$ cat src/rtl/alu_pkg.sv
// Shared opcode encodings and flag bit positions for the ALU pipeline stage.
package alu_pkg;

    // 3-bit opcodes, fully decoded
    localparam logic [2:0] OP_CLR  = 3'b000;
    localparam logic [2:0] OP_SUB  = 3'b001;
    localparam logic [2:0] OP_RSUB = 3'b010;
    localparam logic [2:0] OP_ADD  = 3'b011;
    localparam logic [2:0] OP_XOR  = 3'b100;
    localparam logic [2:0] OP_OR   = 3'b101;
    localparam logic [2:0] OP_AND  = 3'b110;
    localparam logic [2:0] OP_SET  = 3'b111;

    // Positions inside the 4-bit flags word {carry, zero, neg, ovf}
    localparam int unsigned FLG_C  = 3;
    localparam int unsigned FLG_Z  = 2;
    localparam int unsigned FLG_N  = 1;
    localparam int unsigned FLG_V  = 0;
    localparam int unsigned FLAG_W = 4;

endpackage

$ cat src/rtl/alu_core.sv
// Purely combinational ALU: eight operations, carry/borrow and signed
// overflow from a WIDTH+1 bit datapath, optional unsigned saturation.
module alu_core
    import alu_pkg::*;
#(
    parameter int unsigned WIDTH    = 8,
    parameter int unsigned SATURATE = 0
) (
    input  logic [WIDTH-1:0]  op_a,
    input  logic [WIDTH-1:0]  op_b,
    input  logic [2:0]        s,
    output logic [WIDTH-1:0]  result,
    output logic [FLAG_W-1:0] flags
);

    logic [WIDTH:0]   add_w;
    logic [WIDTH:0]   sub_w;
    logic [WIDTH:0]   rsub_w;
    logic [WIDTH-1:0] raw;
    logic [WIDTH-1:0] res;
    logic             carry;
    logic             ovf;
    logic             sign_a;
    logic             sign_b;

    assign sign_a = op_a[WIDTH-1];
    assign sign_b = op_b[WIDTH-1];

    // Extended-width add and both subtract directions; MSB is carry or borrow
    always_comb begin
        add_w  = {1'b0, op_a} + {1'b0, op_b};
        sub_w  = {1'b0, op_a} - {1'b0, op_b};
        rsub_w = {1'b0, op_b} - {1'b0, op_a};
    end

    // Opcode decode: raw result plus carry/overflow of the raw operation
    always_comb begin
        raw   = '0;
        carry = 1'b0;
        ovf   = 1'b0;
        case (s)
            OP_CLR: raw = '0;
            OP_SUB: begin
                raw   = sub_w[WIDTH-1:0];
                carry = sub_w[WIDTH];
                ovf   = (sign_a != sign_b) && (sub_w[WIDTH-1] != sign_a);
            end
            OP_RSUB: begin
                raw   = rsub_w[WIDTH-1:0];
                carry = rsub_w[WIDTH];
                ovf   = (sign_b != sign_a) && (rsub_w[WIDTH-1] != sign_b);
            end
            OP_ADD: begin
                raw   = add_w[WIDTH-1:0];
                carry = add_w[WIDTH];
                ovf   = (sign_a == sign_b) && (add_w[WIDTH-1] != sign_a);
            end
            OP_XOR:  raw = op_a ^ op_b;
            OP_OR:   raw = op_a | op_b;
            OP_AND:  raw = op_a & op_b;
            OP_SET:  raw = '1;
            default: raw = '0;
        endcase
    end

    // Unsigned clamp: add overflow pins high, subtract underflow pins low
    always_comb begin
        res = raw;
        if ((SATURATE != 0) && carry) begin
            if (s == OP_ADD) begin
                res = '1;
            end else if ((s == OP_SUB) || (s == OP_RSUB)) begin
                res = '0;
            end
        end
    end

    // Zero and negative follow the final result; carry/ovf follow the raw op
    always_comb begin
        flags        = '0;
        flags[FLG_C] = carry;
        flags[FLG_Z] = (res == '0);
        flags[FLG_N] = res[WIDTH-1];
        flags[FLG_V] = ovf;
        result       = res;
    end

endmodule

$ cat src/rtl/alu_pipe.sv
// Single registered ALU stage with valid/ready on both sides and an
// accumulator that can replace operand A.
module alu_pipe
    import alu_pkg::*;
#(
    parameter int unsigned WIDTH    = 8,
    parameter int unsigned SATURATE = 0
) (
    input  logic              clk,
    input  logic              rst_n,
    input  logic              in_valid,
    output logic              in_ready,
    input  logic [WIDTH-1:0]  a,
    input  logic [WIDTH-1:0]  b,
    input  logic [2:0]        s,
    input  logic              acc_sel,
    output logic              out_valid,
    input  logic              out_ready,
    output logic [WIDTH-1:0]  z,
    output logic [FLAG_W-1:0] flags,
    output logic [WIDTH-1:0]  acc
);

    logic              out_valid_q;
    logic              out_valid_d;
    logic [WIDTH-1:0]  z_q;
    logic [WIDTH-1:0]  z_d;
    logic [FLAG_W-1:0] flags_q;
    logic [FLAG_W-1:0] flags_d;
    logic [WIDTH-1:0]  acc_q;
    logic [WIDTH-1:0]  acc_d;

    logic              accept;
    logic [WIDTH-1:0]  op_a;
    logic [WIDTH-1:0]  core_z;
    logic [FLAG_W-1:0] core_flags;

    assign in_ready = !out_valid_q || out_ready;
    assign accept   = in_valid && in_ready;
    // Pre-update accumulator feeds A, so consecutive accumulating ops chain
    assign op_a     = acc_sel ? acc_q : a;

    alu_core #(
        .WIDTH    (WIDTH),
        .SATURATE (SATURATE)
    ) u_core (
        .op_a   (op_a),
        .op_b   (b),
        .s      (s),
        .result (core_z),
        .flags  (core_flags)
    );

    // Next-state: load on accept, drop valid when drained, otherwise hold
    always_comb begin
        out_valid_d = out_valid_q;
        z_d         = z_q;
        flags_d     = flags_q;
        acc_d       = acc_q;
        if (accept) begin
            out_valid_d = 1'b1;
            z_d         = core_z;
            flags_d     = core_flags;
            acc_d       = core_z;
        end else if (out_valid_q && out_ready) begin
            out_valid_d = 1'b0;
        end
    end

    // Output register and accumulator, cleared asynchronously
    always_ff @(posedge clk or negedge rst_n) begin
        if (!rst_n) begin
            out_valid_q <= 1'b0;
            z_q         <= '0;
            flags_q     <= '0;
            acc_q       <= '0;
        end else begin
            out_valid_q <= out_valid_d;
            z_q         <= z_d;
            flags_q     <= flags_d;
            acc_q       <= acc_d;
        end
    end

    assign out_valid = out_valid_q;
    assign z         = z_q;
    assign flags     = flags_q;
    assign acc       = acc_q;

endmodule

$ cat config.mk
export PLATFORM = sky130hd
export DESIGN_NAME = alu_pipe
export DESIGN_NICKNAME = d
export VERILOG_FILES = /design/src/rtl/alu_pkg.sv /design/src/rtl/alu_core.sv /design/src/rtl/alu_pipe.sv
export SDC_FILE = /design/constraint.sdc
export NUM_CORES = 1
export LEC_CHECK = 0
export ABC_AREA = 1
export CORE_ASPECT_RATIO = 0.6
export CORE_UTILIZATION = 53
export DETAILED_ROUTE_END_ITERATION = 8
export GPL_TIMING_DRIVEN = 0
export PLACE_DENSITY = 0.9
export SYNTH_ARGS = -nofsm -noshare
export SYNTH_HDL_FRONTEND = slang
export SYNTH_SLANG_ARGS = --single-unit
$ cat constraint.sdc
create_clock -name clk -period 2.8 [get_ports clk]
set_input_delay 0.56 -clock clk [delete_from_list [all_inputs] [get_ports clk]]
set_output_delay 0.56 -clock clk [all_outputs]
set_load 0.02 [all_outputs]
# [After elaboration in Yosys (flattened, before gate mapping)]
# Cells that the tools add are included.
[classes] bitwise=3 n_mux=6 reduce_logical=10 eq_ne=13 n_addsub=3
[ops] cell="8-bit case mux with 8 select lines" n=1
[ops] cell="8-bit by 8-bit subtractor with 9-bit output" n=2
[ops] cell="3-bit equality test, second input constant" n=4
[ops] cell="8-bit by 8-bit adder with 9-bit output" n=1
[ops] cell="8-bit bitwise AND" n=1
[ops] cell="8-bit zero test" n=1
[ops] cell="8-bit two-way mux" n=1
[ops] cell="8-bit bitwise OR" n=1
[ops] cell="8-bit bitwise XOR" n=1
[ops] cell="3-bit by 2-bit equality test with 1-bit output, second input constant" n=2
[ops] cell="1-bit case mux with 3 select lines" n=2
[ops] cell="1-bit logical AND" n=5
[ops] cell="1-bit != test" n=5
[ops] cell="3-bit by 1-bit equality test with 1-bit output, second input constant" n=1
[ops] cell="3-bit zero test" n=1
[ops] cell="1-bit two-way mux" n=2
[ops] cell="2-bit nonzero test" n=1
[ops] cell="1-bit equality test" n=1
[ops] cell="1-bit zero test" n=1
[ops] cell="1-bit logical OR" n=1
[word_totals] ff_bits=13 wordCells=38 out_inout_bits=22 inputBits=24

# [Logic depth before layout (Yosys ltp)]
[logic_depth] depth_word=5 ltp_mapped=20

# [Hierarchy]
# A second synthesis with hierarchy kept.
[hier_totals] hier_cells=417 area_unflattened_um2=2560.0
[modules_own_cells] mod="alu_core" seq_area_each_um2=0.0 cells_per_inst=328 instances=1 area_each_um2=1854.3
[modules_own_cells] mod="alu_pipe" seq_area_each_um2=325.3 cells_per_inst=89 instances=1 area_each_um2=705.7

# [Worst setup path after synthesis]
# No wires, ideal clock.
[synth_timing] kind="input -> register" from="input acc_sel" to="register flags_q[2] (netlist: flags[2])" setup_ns=0.116 setup_slack_ns=0.141 arrival_time_ns=2.543 cell_stages=17 path_cell_list="clkbuf_1 o21ai_0 inv_1 ha_1 fa_1 o21ai_0 nand3_1 nand2_1 nand2_1 nand2_1 nand2_1 nand2_1 inv_1 nand2_1 nor2_1 nand2_1 nand2_1"
[synth_via] elab_chain_cells=4
[synth_lines] item="from (decl)" line_no="alu_pipe.sv:16" text="input logic acc_sel,"
[synth_lines] item="8-bit two-way mux (*)" line_no="alu_pipe.sv:41" text="assign op_a = acc_sel ? acc_q : a;"
[synth_lines] item="8-bit by 8-bit adder with 9-bit output (tied with other cells)" line_no="alu_core.sv:31" text="add_w = {1'b0, op_a} + {1'b0, op_b};"
[synth_lines] item="8-bit case mux with 8 select lines (*)" line_no="alu_core.sv:41" text="case (s)"
[synth_lines] item="8-bit zero test (*)" line_no="alu_core.sv:82" text="flags[FLG_Z] = (res == '0);"
[synth_lines] item="to (signal assigned)" line_no="alu_pipe.sv:80" text="flags_q <= flags_d;"
[synth_lines] item="to (decl)" line_no="alu_pipe.sv:28" text="logic [FLAG_W-1:0] flags_q;"
# Every way passes the cells marked *; elsewhere a longest branch is shown, timed or not.
# A chain may end at the register's enable or synchronous reset.

# [Worst setup path after layout]
[layout_timing] from="input a[2]" to="register flags_q[1] (netlist: flags[1])"
[layout_via] elab_chain_cells=3
[layout_lines] item="from (decl)" line_no="alu_pipe.sv:13" text="input logic [WIDTH-1:0] a,"
[layout_lines] item="8-bit two-way mux (*)" line_no="alu_pipe.sv:41"
[layout_lines] item="8-bit by 8-bit adder with 9-bit output (tied with other cells)" line_no="alu_core.sv:31"
[layout_lines] item="8-bit case mux with 8 select lines (*)" line_no="alu_core.sv:41"
# Marked as above.

==> flow_summary.ini <==
[synthesis]
synthesis.nets = 456
synth_common_cells = nand2_1 (118), inv_1 (64), nand3_1 (49), ha_1 (35), o21ai_0 (27)
synth_top_area_frac = 0.188
synthArstFlopShare = 1.00
synth_area_leaders = nand2_1 (19%), ha_1 (19%), dfrtp_1 (13%), nand3_1 (10%), inv_1 (10%)
syn_area_mm2 = 0.00236
ys_seq_area_frac = 0.127
synth_edf_count = 0
synth_area_per_cell_um2 = 5.98
yosysTopAreaCell = nand2_1
synth_most_common_cell = nand2_1
ys_ff_latch = 12
synthCells = 394
synth_warnings = 0
synth_cell_types = 29
ys.flop_type = dfrtp_1

[power]
internal-power_mw = 0.715
power_mw = 1.36
power_frac_comb = 0.685
seq_power_share = 0.172
p_leak_nw = 1.63
power_density_mw_per_mm2 = 451
peakVddDrop_mv = 0.378
switching_share = 0.474
p_switching_mw = 0.644
p_clk_frac = 0.144

[cells_and_area]
final_util = 0.720
nets = 508
diodes = 0
syn_to_final_growth_pct = 27.9
drive_gt1_frac = 0.121

[cts]
cts.sinks = 12
clkLatencyLatePin_ns = 0.25
cts_root_buf = clkbuf_8
numCtsBuffers = 3
cts_max_level = 1
tritoncts = done
path_clk_slew_ns = 0.06
clock_path_buffers = 2

[critical_path]
cp_slowest_stage_delay_ns = 0.45
startpoint_type = primary input
path_class = in2reg
arrival_ns = 2.76
slowest_stage = clkdlybuf4s50_1
path_buf_inv = 3
cp_cell_sequence = clkdlybuf4s50_1 -> o21ai_4 -> ha_1 -> buf_4 -> nor2_1 -> nand2_1 -> nand2_1 -> nand2_1 -> nand2_1 -> nand2_1 -> nand3_1 -> nand2_1 -> inv_1 -> nand2_1 -> nand2_1 -> o21ai_0
path_max_fanout = 8
cpMostUsedCell = nand2_1
required_ns = 2.93
end_kind = flop
crit_family = simple AND/OR/NAND/NOR gates

[global_route]
grt_overflow = 0
grt_usage = 0.301
grt_pass1_wl_um = 10800
antenna_found_initial = 0
grt_pass1_vias = 2321
grt_max_degree = 13

[timing]
hold_violations = 0
period_needed_ns = 2.64
fin_crit_sh = 0.942
drv_slew = 0
fin_ws_ns = 0.162
tightest_slew_ns = 0.561
max_slew_margin = 0.625
finalSetupViolCount = 0
grt_setup_unrepaired = false
clock.fmax_mhz = 379
final.setup.tns_ns = 0
fin_skew_ns = 0.00399

[floorplan]
ioPinCount = 46
die_h_um = 53.7
coreArea_mm2 = 0.00419
rows = 18
initial_core_util = 0.563
die_area_mm2 = 0.00473
dieWidth_um = 88.1

[job]
cap_violations = 0

[run_status]
status = complete, no violations

[detailed_routing]
num_vias = 2742
route.met2.wl_um = 2990
vias_per_cell = 5.43
first_pass_iters = 5
avgRoutedWirePerCell_um = 13.9
first_iter_violations = 306
route.met3.wl_um = 768
drc_errors = 0
wl_um = 7020
ant_nets = 0
drt-met1-wl_um = 3190
top_layer = met4

[place]
dp_hpwl_um = 5630
dp_slack_ns = -1.10
port_buffers = 45
globalplace.congestion = 0.962

[hold_path]
hold_path_class = reg2reg
metal layers:
metal / up-vias / GRT usage
li1: 1330 / -
met1: 1235 / 0.439
met2: 163 / 0.473
met3: 14 / 0.0598
met4: 0 / 0.0376
met5: - / 0
sequential cells by signal, summed over array words and instances (netlist names):
| signal | count |
|---|---|
| out_valid | 1 |
| z | 7 |
| flags | 4 |
cells in the final DEF, fill, tap and decap left out, types with 2 or more instances in the layout:
cell               n
a21boi_0           2
a21oi_1           17
buf_4             14
buf_6              2
clkbuf_1           2
clkbuf_8           5
clkdlybuf4s50_1   44
dfrtp_1           12
fa_2               3
ha_1              35
inv_1             60
inv_2              7
nand2_1          118
nand3_1           48
nand3_2            3
nand4_1            3
nor2_1            20
nor2_2             6
o211ai_1           2
o21ai_0           18
o21ai_1            3
o21ai_2            5
o22ai_1            2
or2_4              2
kinds of logic after synthesis:
| logic type | share of synthesized area |
|---|---|
| buffers and inverters | 0.163 |
| AO/OA/AOI/OAI | 0.115 |
| adder cells (fa/ha/maj) | 0.211 |
| flip-flops | 0.127 |
| AND/OR/NAND/NOR | 0.380 |
| XOR/XNOR | 0.00372 |
power groups by stage:
stage,Sequential [mW],Clock (mW),Combinational (mW)
6_report,0.233,0.195,0.930
4_1_cts,0.233,0.195,0.885
2_1_floorplan,0.272,0,0.539
3_3_place_gp,0.234,0,0.848
5_1_grt,0.238,0.206,1.02
3_5_place_dp,0.236,0,0.872
path summary, 6_finish.rpt:
path	startpoint	end	slack [ns]	cells past startpoint
hold reg to reg	flags[0]$_DFFE_PN0P_	flags[0]$_DFFE_PN0P_	0.50	2
hold / removal	flags[0]$_DFFE_PN0P_	flags[0]$_DFFE_PN0P_	0.50	2
min in group asynchronous	rst_n	flags[1]$_DFFE_PN0P_	0.68	1
setup reg to reg	z[0]$_DFFE_PN0P_	flags[2]$_DFFE_PN0P_	0.46	16
max in group asynchronous	rst_n	flags[0]$_DFFE_PN0P_	1.75	1
setup / recovery	a[2]	flags[1]$_DFFE_PN0P_	0.16	16
cell type report:
| cell class | count | area (um^2) |
|---|---|---|
| clock buffers | 4 | 55.1 |
| inverters | 68 | 259 |
| flip-flops and latches | 12 | 300 |
| multi-input cells | 296 | 1720 |
| repair buffers | 47 | 463 |
| fillers | 372 | 1170 |
| plain buffers | 18 | 139 |
| well taps | 60 | 75.1 |
stage by stage:
stage / hold slack (ns) / instances / instance area [um^2]
2_1_floorplan: 0.264 / 394 / 2360
3_3_place_gp: 0.466 / 499 / 2880
3_5_place_dp: 0.488 / 499 / 2880
4_1_cts: 0.504 / 503 / 2960
5_1_grt: 0.538 / 505 / 3010
6_report: 0.503 / 505 / 3010
tightest hold or removal path, cell delays in order (launching register included):
cell,delay (ns)
dfrtp_1,0.35
nand2_1,0.06
nand2_1,0.06
repair_timing:
| action | CTS | global route |
|---|---|---|
| gates resized for setup | 14 | 22 |
| pin swaps | 0 | 1 |
| hold buffers | 0 | 0 |
| buffers inserted | 0 | 2 |
| setup endpoints to repair | 10 | 7 |
(Power assumes the default switching activity.)
